--- config.mk ---
export PLATFORM = sky130hd
export DESIGN_NAME = outfifo_arbiter
export DESIGN_NICKNAME = d
export VERILOG_FILES = /design/src/rtl/outfifo_arbiter.sv
export SDC_FILE = /design/constraint.sdc
export NUM_CORES = 1
export LEC_CHECK = 0
export ABC_AREA = 1
export CORE_AREA = 3 3 271 273
export CTS_CLUSTER_DIAMETER = 30
export CTS_CLUSTER_SIZE = 8
export DETAILED_ROUTE_END_ITERATION = 6
export DIE_AREA = 0 0 274 276
export SKIP_CTS_REPAIR_TIMING = 1
export SLEW_MARGIN = 10
export SYNTH_ARGS = -nofsm -noshare
export SYNTH_HDL_FRONTEND = slang
export SYNTH_SLANG_ARGS = --single-unit
--- constraint.sdc ---
create_clock -name clk -period 2.3 [get_ports clk]
set_input_delay 0.46 -clock clk [delete_from_list [all_inputs] [get_ports clk]]
set_output_delay 0.46 -clock clk [all_outputs]
set_load 0.005 [all_outputs]
--- src/rtl/outfifo_arbiter.sv ---
// Merges per-thread output FIFOs onto one stream with packet-granular round-robin grants.
// state | meaning
// IDLE  | one arbitration cycle: pick next thread holding a complete packet
// XFER  | pop and forward the granted thread's packet until its last word
module outfifo_arbiter #(
    parameter int NUM_THREADS = 8,
    parameter int DATA_WIDTH  = 64,
    parameter int CTRL_WIDTH  = 8
) (
    input  logic                              clk,
    input  logic                              reset_n,
    input  logic [NUM_THREADS-1:0]            pkt_avail,
    input  logic [NUM_THREADS-1:0]            in_valid,
    input  logic [NUM_THREADS-1:0]            in_last,
    input  logic [NUM_THREADS*DATA_WIDTH-1:0] in_data,
    input  logic [NUM_THREADS*CTRL_WIDTH-1:0] in_ctrl,
    output logic [NUM_THREADS-1:0]            rd_en,
    output logic [DATA_WIDTH-1:0]             out_data,
    output logic [CTRL_WIDTH-1:0]             out_ctrl,
    output logic                              out_wr,
    input  logic                              out_rdy,
    output logic [2:0]                        thread_sel,
    output logic [NUM_THREADS-1:0]            pkt_done
);

    typedef enum logic {IDLE, XFER} state_t;

    state_t                state;
    logic [2:0]            last_grant;
    logic [7:0]            avail_arr;
    logic [7:0]            valid_arr;
    logic [7:0]            last_arr;
    logic [DATA_WIDTH-1:0] data_arr [8];
    logic [CTRL_WIDTH-1:0] ctrl_arr [8];
    logic                  pop;
    logic                  rr_found;
    logic [2:0]            rr_winner;
    logic [3:0]            rr_idx;

    // Pad per-thread inputs to eight lanes so a 3-bit thread index is always in range.
    for (genvar g = 0; g < 8; g++) begin : g_lane
        if (g < NUM_THREADS) begin : g_used
            assign avail_arr[g] = pkt_avail[g];
            assign valid_arr[g] = in_valid[g];
            assign last_arr[g]  = in_last[g];
            assign data_arr[g]  = in_data[g*DATA_WIDTH +: DATA_WIDTH];
            assign ctrl_arr[g]  = in_ctrl[g*CTRL_WIDTH +: CTRL_WIDTH];
            assign rd_en[g]     = pop && (thread_sel == 3'(g));
        end else begin : g_unused
            assign avail_arr[g] = 1'b0;
            assign valid_arr[g] = 1'b0;
            assign last_arr[g]  = 1'b0;
            assign data_arr[g]  = '0;
            assign ctrl_arr[g]  = '0;
        end
    end

    assign pop = (state == XFER) && valid_arr[thread_sel] && out_rdy;

    always_comb begin
        rr_found  = 1'b0;
        rr_winner = '0;
        rr_idx    = '0;
        for (int k = 1; k <= NUM_THREADS; k++) begin
            rr_idx = {1'b0, last_grant} + 4'(k);
            if (rr_idx >= 4'(NUM_THREADS)) begin
                rr_idx = rr_idx - 4'(NUM_THREADS);
            end
            if (!rr_found && avail_arr[rr_idx[2:0]]) begin
                rr_found  = 1'b1;
                rr_winner = rr_idx[2:0];
            end
        end
    end

    // last_grant resets to the top thread so thread 0 wins the first arbitration.
    always_ff @(posedge clk or negedge reset_n) begin
        if (!reset_n) begin
            state      <= IDLE;
            thread_sel <= '0;
            last_grant <= 3'(NUM_THREADS - 1);
            out_wr     <= 1'b0;
            out_data   <= '0;
            out_ctrl   <= '0;
            pkt_done   <= '0;
        end else begin
            out_wr   <= 1'b0;
            pkt_done <= '0;
            case (state)
                IDLE: begin
                    if (rr_found) begin
                        thread_sel <= rr_winner;
                        state      <= XFER;
                    end
                end
                XFER: begin
                    if (pop) begin
                        out_wr   <= 1'b1;
                        out_data <= data_arr[thread_sel];
                        out_ctrl <= ctrl_arr[thread_sel];
                        if (last_arr[thread_sel]) begin
                            state      <= IDLE;
                            last_grant <= thread_sel;
                            pkt_done   <= rd_en;
                        end
                    end
                end
                default: state <= IDLE;
            endcase
        end
    end

endmodule

## Yosys cells after proc, flatten, opt, wreduce, memory -nomap -nowiden

Index checks and enable logic that the tools add are counted.

- Register bits: 88
- Output and inout port bits: 92
- Logic and storage cells: 137

- Add/subtract/negate cells: 16
- $lt $le $gt $ge: 18
- Equal/unequal tests: 7
- Muxes and demuxes: 59
- Bitwise logic cells: 2
- Reduce and logical (&&, ||, !) cells: 28

Operator list:

| operator | count |
|---|---|
| 64-bit binary-select mux with 3-bit select | 1 |
| 64-bit 2-to-1 mux | 2 |
| 3-bit 2-to-1 mux | 16 |
| 8-bit 2-to-1 mux | 5 |
| 4-bit greater-or-equal comparator, second input constant | 9 |
| 3-bit by 4-bit < comparator with 1-bit output, second input constant | 9 |
| 1-bit binary-select mux with 3-bit select | 10 |
| 8-bit binary-select mux with 3-bit select | 1 |
| 3-bit by 1-bit subtractor with 3-bit output, second input constant | 8 |
| 1-bit 2-to-1 mux | 23 |
| 1-bit logical AND | 17 |
| 3-bit by 3-bit adder with 4-bit output, second input constant | 4 |
| 3-bit equality test, second input constant | 4 |
| 3-bit by 2-bit adder with 4-bit output, second input constant | 2 |
| 1-bit zero test | 7 |
| 3-bit by 2-bit equality test with 1-bit output, second input constant | 2 |
| 3-bit by 1-bit adder with 4-bit output, second input constant | 1 |
| 3-bit by 4-bit adder with 4-bit output, second input constant | 1 |
| 3-bit inverter with 4-bit output | 1 |
| 2-bit AND reduction | 2 |
| 3-bit by 1-bit equality test with 1-bit output, second input constant | 1 |
| 3-bit zero test | 1 |
| 3-bit AND reduction | 1 |
| 1-bit case mux with 2 select lines | 1 |
| 1-bit inverter | 1 |

## Longest topological paths before layout

- Depth after elaboration: 29
- Mapped depth: 19

## Worst setup path after synthesis

Ideal clock, no wire load.

- Path kind: reg-to-reg
- From: register last_grant[0]
- To: register thread_sel[0]
- Library setup time: 117 ps
- Arrival: 2287 ps
- Required time: 2183 ps
- Setup slack: -103 ps
- Cell stages (with the launch flop): 18
- Buffers on the path: 3
- Clock period less this slack: 2403 ps
- Cells stage by stage: dfstp_2 buf_6 inv_4 buf_12 ha_1 buf_4 inv_2 nand3_2 nand3_2 nand2_4 nor2_8 nand4_4 nor2_4 nand3_2 nand2_2 inv_2 nand3_2 nand2_1

- Cells in the longest elaborated chain, start to end: 28
- Elaborated cells on any way between the ends: 79

RTL lines:

| element | line | source |
|---|---|---|
| from (decl) | 29 | `logic [2:0] last_grant;` |
| from (signal assigned) | 81 | `last_grant <= 3'(NUM_THREADS - 1);` |
| from (signal assigned) | 103 | `last_grant <= thread_sel;` |
| 3-bit by 1-bit adder with 4-bit output | 65 | `rr_idx = {1'b0, last_grant} + 4'(k);` |
| 4-bit greater-or-equal comparator or 3-bit by 1-bit subtractor with 3-bit output (tied branches) | 66, 67 |  |
| 3-bit 2-to-1 mux | 66 | `if (rr_idx >= 4'(NUM_THREADS)) begin` |
| 1-bit binary-select mux with 3-bit select | 69 | `if (!rr_found && avail_arr[rr_idx[2:0]]) begin` |
| 1-bit 2-to-1 mux (implied by the code) | 69 |  |
| 1-bit 2-to-1 mux | 69 |  |
| 1-bit zero test | 69 |  |
| 1-bit logical AND | 69 |  |
| (+12 left out) | -- |  |
| 1-bit 2-to-1 mux | 69 |  |
| 1-bit zero test | 69 |  |
| 1-bit logical AND | 69 |  |
| 1-bit 2-to-1 mux | 69 |  |
| 1-bit zero test | 69 |  |
| 1-bit logical AND | 69 |  |
| 1-bit 2-to-1 mux | 69 |  |
| 2-bit AND reduction (no source line) | -- |  |
| to (signal assigned) | 92 | `thread_sel <= rr_winner;` |
| to (decl) | 22 | `output logic [2:0] thread_sel,` |

Parallel ways exist; a longest one is shown, timed or not. The select of a mux whose other input is x is not followed.
A chain may end at the register's enable or synchronous reset.

## Worst setup path after layout

- From: register thread_sel[0]
- To: output rd_en[6]

- Cells in the longest elaborated chain, start to end: 5
- Elaborated cells on any way between the ends: 6

RTL lines:

| element | line | source |
|---|---|---|
| 1-bit binary-select mux with 3-bit select | 58 | `assign pop = (state == XFER) && valid_arr[thread_sel] && out_rdy;` |
| 1-bit 2-to-1 mux (implied by the code) | 58 |  |
| 1-bit logical AND (2 in a row) | 58 |  |
| 1-bit logical AND * | 48 | `assign rd_en[g] = pop && (thread_sel == 3'(g));` |
| to (decl) | 17 | `output logic [NUM_THREADS-1:0] rd_en,` |

Every way passes the cells marked *; elsewhere a longest branch is shown, timed or not. The select of a mux whose other input is x is not followed.

==> impl_table.tex <==
\begin{tabular}{lr}
\hline
Metric & Value \\
\hline
\multicolumn{2}{l}{\textbf{Final layout}} \\
Relative area change from synthesis to final layout & 115\% \\
FF+latch area & between 2000 and 2500 µm² \\
Area of combinational cells with multiple inputs & around 5400 µm² \\
Utilization after layout & 0.240 \\
Share of cells above drive strength 1 & 0.112 \\
Number of fill cells & just under 8k \\
Nets@finish & 2533 \\
\multicolumn{2}{l}{\textbf{Setup path}} \\
Worst R2R Setup Slack & 60 ps \\
Endpoint type of the worst setup path & primary output \\
Critical path data required time & around 1800 ps \\
Start of the worst register-to-register path & thread\_sel[1] \\
Origin of the worst setup path & thread\_sel[0] \\
RR Endpoint & out\_data[56] \\
Maximum fanout along the worst path & 5 \\
Critical Path AT & approximately 1900 ps \\
Element type at the critical path start & register \\
Kind of critical path & reg -> out \\
R2R depth & 12 \\
Capturing instance or port of the critical path & rd\_en[6] \\
\multicolumn{2}{l}{\textbf{Logic synthesis}} \\
Post-synthesis net count & 1834 \\
Area share of the largest cell type after synthesis & 0.272 \\
Cells after Synth & 1229 \\
Post-synthesis instance area & 7970 µm² \\
Post-synth cell types & 39 \\
Ys Warns & 0 \\
Number of storage elements in the synthesis netlist & 88 \\
Library cell with the largest summed area after synthesis & sky130\_fd\_sc\_hd\_\_nand2\_1 \\
Post-synthesis average cell area & 6.49 µm² \\
Share of synthesized area occupied by flip-flops and latches & 0.277 \\
Leading post-synthesis cells by cell area & sky130\_fd\_sc\_hd\_\_nand2\_1 27\%, sky130\_fd\_sc\_hd\_\_dfrtp\_1 27\%, sky130\_fd\_sc\_hd\_\_a221oi\_1 7.9\% \\
\multicolumn{2}{l}{\textbf{Global routing}} \\
First-pass GRT wire length & 81.9 mm \\
Met1 routing resource usage after global routing & 0.174 \\
Global routing met3 resource utilization & 0.0540 \\
Met2 Use GR & 0.257 \\
Largest net degree at the start of global routing & 75 \\
Remaining global-route overflow & 0 \\
Most heavily used metal layer in global routing & met2 \\
Number of global-route vias before repair & 11.9k \\
Global routing usage summed across all routing layers & 0.150 \\
Antenna violations before repair & 21 \\
\multicolumn{2}{l}{\textbf{Die}} \\
CORE AREA & 71400 µm² \\
Width of the die & about 270 µm \\
Site row count & 98 \\
DIE HEIGHT & around 280 µm \\
Die footprint & 75600 µm² \\
Number of primary I/O pins & 695 \\
Effective utilization at floorplan & 0.112 \\
\multicolumn{2}{l}{\textbf{Clock tree}} \\
CTS Buf Count & 9 \\
Number of levels the H-tree was split into & 3 \\
Sinks on the clock net & 88 \\
TritonCTS clock tree & built \\
Post-CTS clock slew at the launch and capture registers of the worst setup and hold paths & 80 ps \\
Root buf cell & sky130\_fd\_sc\_hd\_\_clkbuf\_16 \\
Clock latency of the later-clocked register in the worst-skew pair & around 380 ps \\
Deepest clock path buffer count & 2 \\
\multicolumn{2}{l}{\textbf{Placement}} \\
Final estimated routing congestion in global placement & around 0.9 \\
Number of buffer cells added on primary ports & 694 \\
Detailed Place HPWL & 50.2 mm \\
\multicolumn{2}{l}{\textbf{Power}} \\
Overall power of the completed layout & 18.5 mW \\
Switching Power & 9.29 mW \\
Maximum ir drop on the vdd rail & 0.561 mV \\
Internal power summed over all cells & 9.23 mW \\
Relative contribution of sequential cells to total power & 0.145 \\
Switch share & 0.502 \\
Power per standard cell area & $\sim$1100 nW/µm² \\
Proportion of power drawn by the clock network & 0.094 \\
Combinational cell fraction of total power & 0.760 \\
P\_leak & 6.91 nW \\
\multicolumn{2}{l}{\textbf{Detailed routing}} \\
DRC violation count after routing & 0 \\
Wire length after detailed routing & 62.1 mm \\
Pre-Repair DR Iteration Count & 5 \\
Number of nets with antenna violations after routing & 0 \\
Detailed-route via count & 11.8k \\
Average wire per cell in the routed design & around 22 µm \\
First-iteration detailed-routing DRC count & about 480 \\
Via count normalized by instance count & $\sim$4.1 \\
\multicolumn{2}{l}{\textbf{STA}} \\
Final critical delay including setup and external delays & 2340 ps \\
Worst-case clock skew & about 17 ps \\
Final number of max-transition violations & 0 \\
Total of endpoints with negative setup slack in the final report & 4 \\
Hold Fails Final Rpt & 0 \\
Highest Clock Rate & between 400 and 500 MHz \\
Period Utilization, post-route & 1.02 \\
Relative slew margins & 0.557 \\
Unrepaired setup endpoints after global routing & yes \\
PnR worst setup slack & -37.4 ps \\
Worst Tran Pin Value & $\sim$660 ps \\
\multicolumn{2}{l}{\textbf{Worst hold path}} \\
Worst hold path type & in -> async \\
\multicolumn{2}{l}{\textbf{Run status}} \\
Run status & complete, but fails checks \\
Violations in the final reports & negative setup slack \\
\multicolumn{2}{l}{\textbf{Job}} \\
Maximum Capacitance Violations & 0 \\
\hline
\end{tabular}
-- how the worst min path moves through the flow --
stage | end | slack (ps) | depth (start not counted)
after floorplan | out_ctrl[0] | 160 | 0
after global placement | out_ctrl[5] | 460 | 2
after detailed placement | out_data[46] | 460 | 2
after CTS | out_data[60] | 70 | 1
after global routing | out_data[0] | 80 | 1
final | out_data[0] | 70 | 1
-- Yosys cell counts --
cell type and instances:
sky130_fd_sc_hd__nor2_1 49, sky130_fd_sc_hd__buf_1 2, sky130_fd_sc_hd__a31oi_2 1, sky130_fd_sc_hd__nand2_2 5, sky130_fd_sc_hd__ha_1 2, sky130_fd_sc_hd__xnor2_1 2, sky130_fd_sc_hd__xor2_2 1, sky130_fd_sc_hd__nor4_1 1
sky130_fd_sc_hd__o21ai_0 77, sky130_fd_sc_hd__nand3_1 19, sky130_fd_sc_hd__nor2_4 1, sky130_fd_sc_hd__buf_2 59, sky130_fd_sc_hd__inv_2 7, sky130_fd_sc_hd__nand4_1 56, sky130_fd_sc_hd__a221oi_1 72, sky130_fd_sc_hd__a22oi_1 19
sky130_fd_sc_hd__dfstp_2 3, sky130_fd_sc_hd__nor3_1 3, sky130_fd_sc_hd__o21ai_1 2, sky130_fd_sc_hd__o21a_1 1, sky130_fd_sc_hd__nand4_4 1, sky130_fd_sc_hd__a31oi_1 17, sky130_fd_sc_hd__nor2_8 1, sky130_fd_sc_hd__inv_1 22
sky130_fd_sc_hd__nand2_4 6, sky130_fd_sc_hd__buf_4 2, sky130_fd_sc_hd__nand3b_1 1, sky130_fd_sc_hd__dfrtp_1 85, sky130_fd_sc_hd__o21ai_2 1, sky130_fd_sc_hd__nand2_1 578, sky130_fd_sc_hd__buf_12 1, sky130_fd_sc_hd__inv_4 1
sky130_fd_sc_hd__clkbuf_1 37, sky130_fd_sc_hd__a21oi_1 2, sky130_fd_sc_hd__a22o_1 72, sky130_fd_sc_hd__a41oi_2 1, sky130_fd_sc_hd__buf_6 1, sky130_fd_sc_hd__nand3_2 14, sky130_fd_sc_hd__o22ai_1 4
-- layer usage --
| metal | up-vias | part of all wire |
|---|---|---|
| met5 | - | 0.0016 |
| met4 | 16 | 0.031 |
| met3 | 80 | 0.10 |
| met2 | 606 | 0.47 |
| met1 | 5483 | 0.40 |
| li1 | 5661 | - |
-- stage by stage --
stage | setup TNS (ps) | instance area [µm²] | instances | hold WS (ps) | worst slack [ps]
2_1_floorplan | 0 | 8000 | 1229 | 164 | 7.06
6_report | -89.8 | 17100 | 2887 | 66.1 | -37.4
3_3_place_gp | -2530 | 16400 | 2845 | 462 | -290
5_1_grt | -1060 | 17100 | 2885 | 83.4 | -148
3_5_place_dp | -2810 | 16400 | 2845 | 464 | -285
4_1_cts | -4420 | 16700 | 2861 | 66.7 | -568
-- kinds of logic (layout without fill, tap and decap cells) --
| group | count (synthesis) | after routing | synth area share |
|---|---|---|---|
| xor gates and xnor gates | 3 | 3 | 0.00424 |
| buffers and inverters | 132 | 836 | 0.0756 |
| DFF | 88 | 88 | 0.277 |
| and+or+nand+nor | 735 | 735 | 0.391 |
| adders and majority gates | 2 | 2 | 0.00314 |
| AOI/OAI and AO/OA | 269 | 269 | 0.249 |
| other | 0 | 4 | 0 |
-- layout by cell type, fill, tap and decap left out, drive strengths merged, types with 2 or more instances in the layout --
cell type      Yosys  final
a221oi            72     72
clkdlybuf4s50      0    685
diode              0      4
inv               30     31
clkinv             0      3
nand2            589    589
nand3             33     33
a21oi              2      2
nor3               3      3
a31oi             18     18
buf               65    102
dfstp              3      3
a22o              72     72
clkbuf            37     12
o21ai             80     80
dfrtp             85     85
o22ai              4      4
xnor2              2      2
bufinv             0      2
nor2              51     51
nand4             57     57
a22oi             19     19
ha                 2      2
-- cell type report --
class                      instances  area share
sequential                        88       0.129
tap                              950      0.0694
clock inverter                     7     0.00577
timing repair buffer             790       0.458
inverter                          30     0.00818
clock buffer                       9      0.0131
multi-input combinational       1009       0.316
antenna                            4    0.000584
-- state kept, by name (all words and copies together), names as in the netlist --
| signal | flops |
|---|---|
| state | 1 |
| out_wr | 1 |
| out_ctrl | 8 |
| out_data | 64 |
| pkt_done | 8 |
| thread_sel | 3 |
| last_grant | 3 |
-- worst max-delay path, stage by stage, from the launching register on --
cell                       delay (ps)
sky130_fd_sc_hd__dfrtp_2          490
sky130_fd_sc_hd__inv_2             80
sky130_fd_sc_hd__nand2_4           80
sky130_fd_sc_hd__clkinv_4          50
sky130_fd_sc_hd__a22oi_2          160
sky130_fd_sc_hd__a41oi_4          170
sky130_fd_sc_hd__buf_6            160
sky130_fd_sc_hd__buf_6            110
sky130_fd_sc_hd__nand3_2           50
sky130_fd_sc_hd__inv_1             40
sky130_fd_sc_hd__buf_2            110
-- power groups by stage --
stage / combinational (mW) / sequential, mW / clock (mW)
after global routing: 15.3 / 2.78 / 1.91
after floorplan: 6.94 / 2.60 / 0
after global placement: 13.2 / 2.68 / 0
after detailed placement: 13.3 / 2.66 / 0
after CTS: 13.3 / 2.67 / 1.86
final: 14.1 / 2.69 / 1.75
Power figures use the tool's default switching activity.
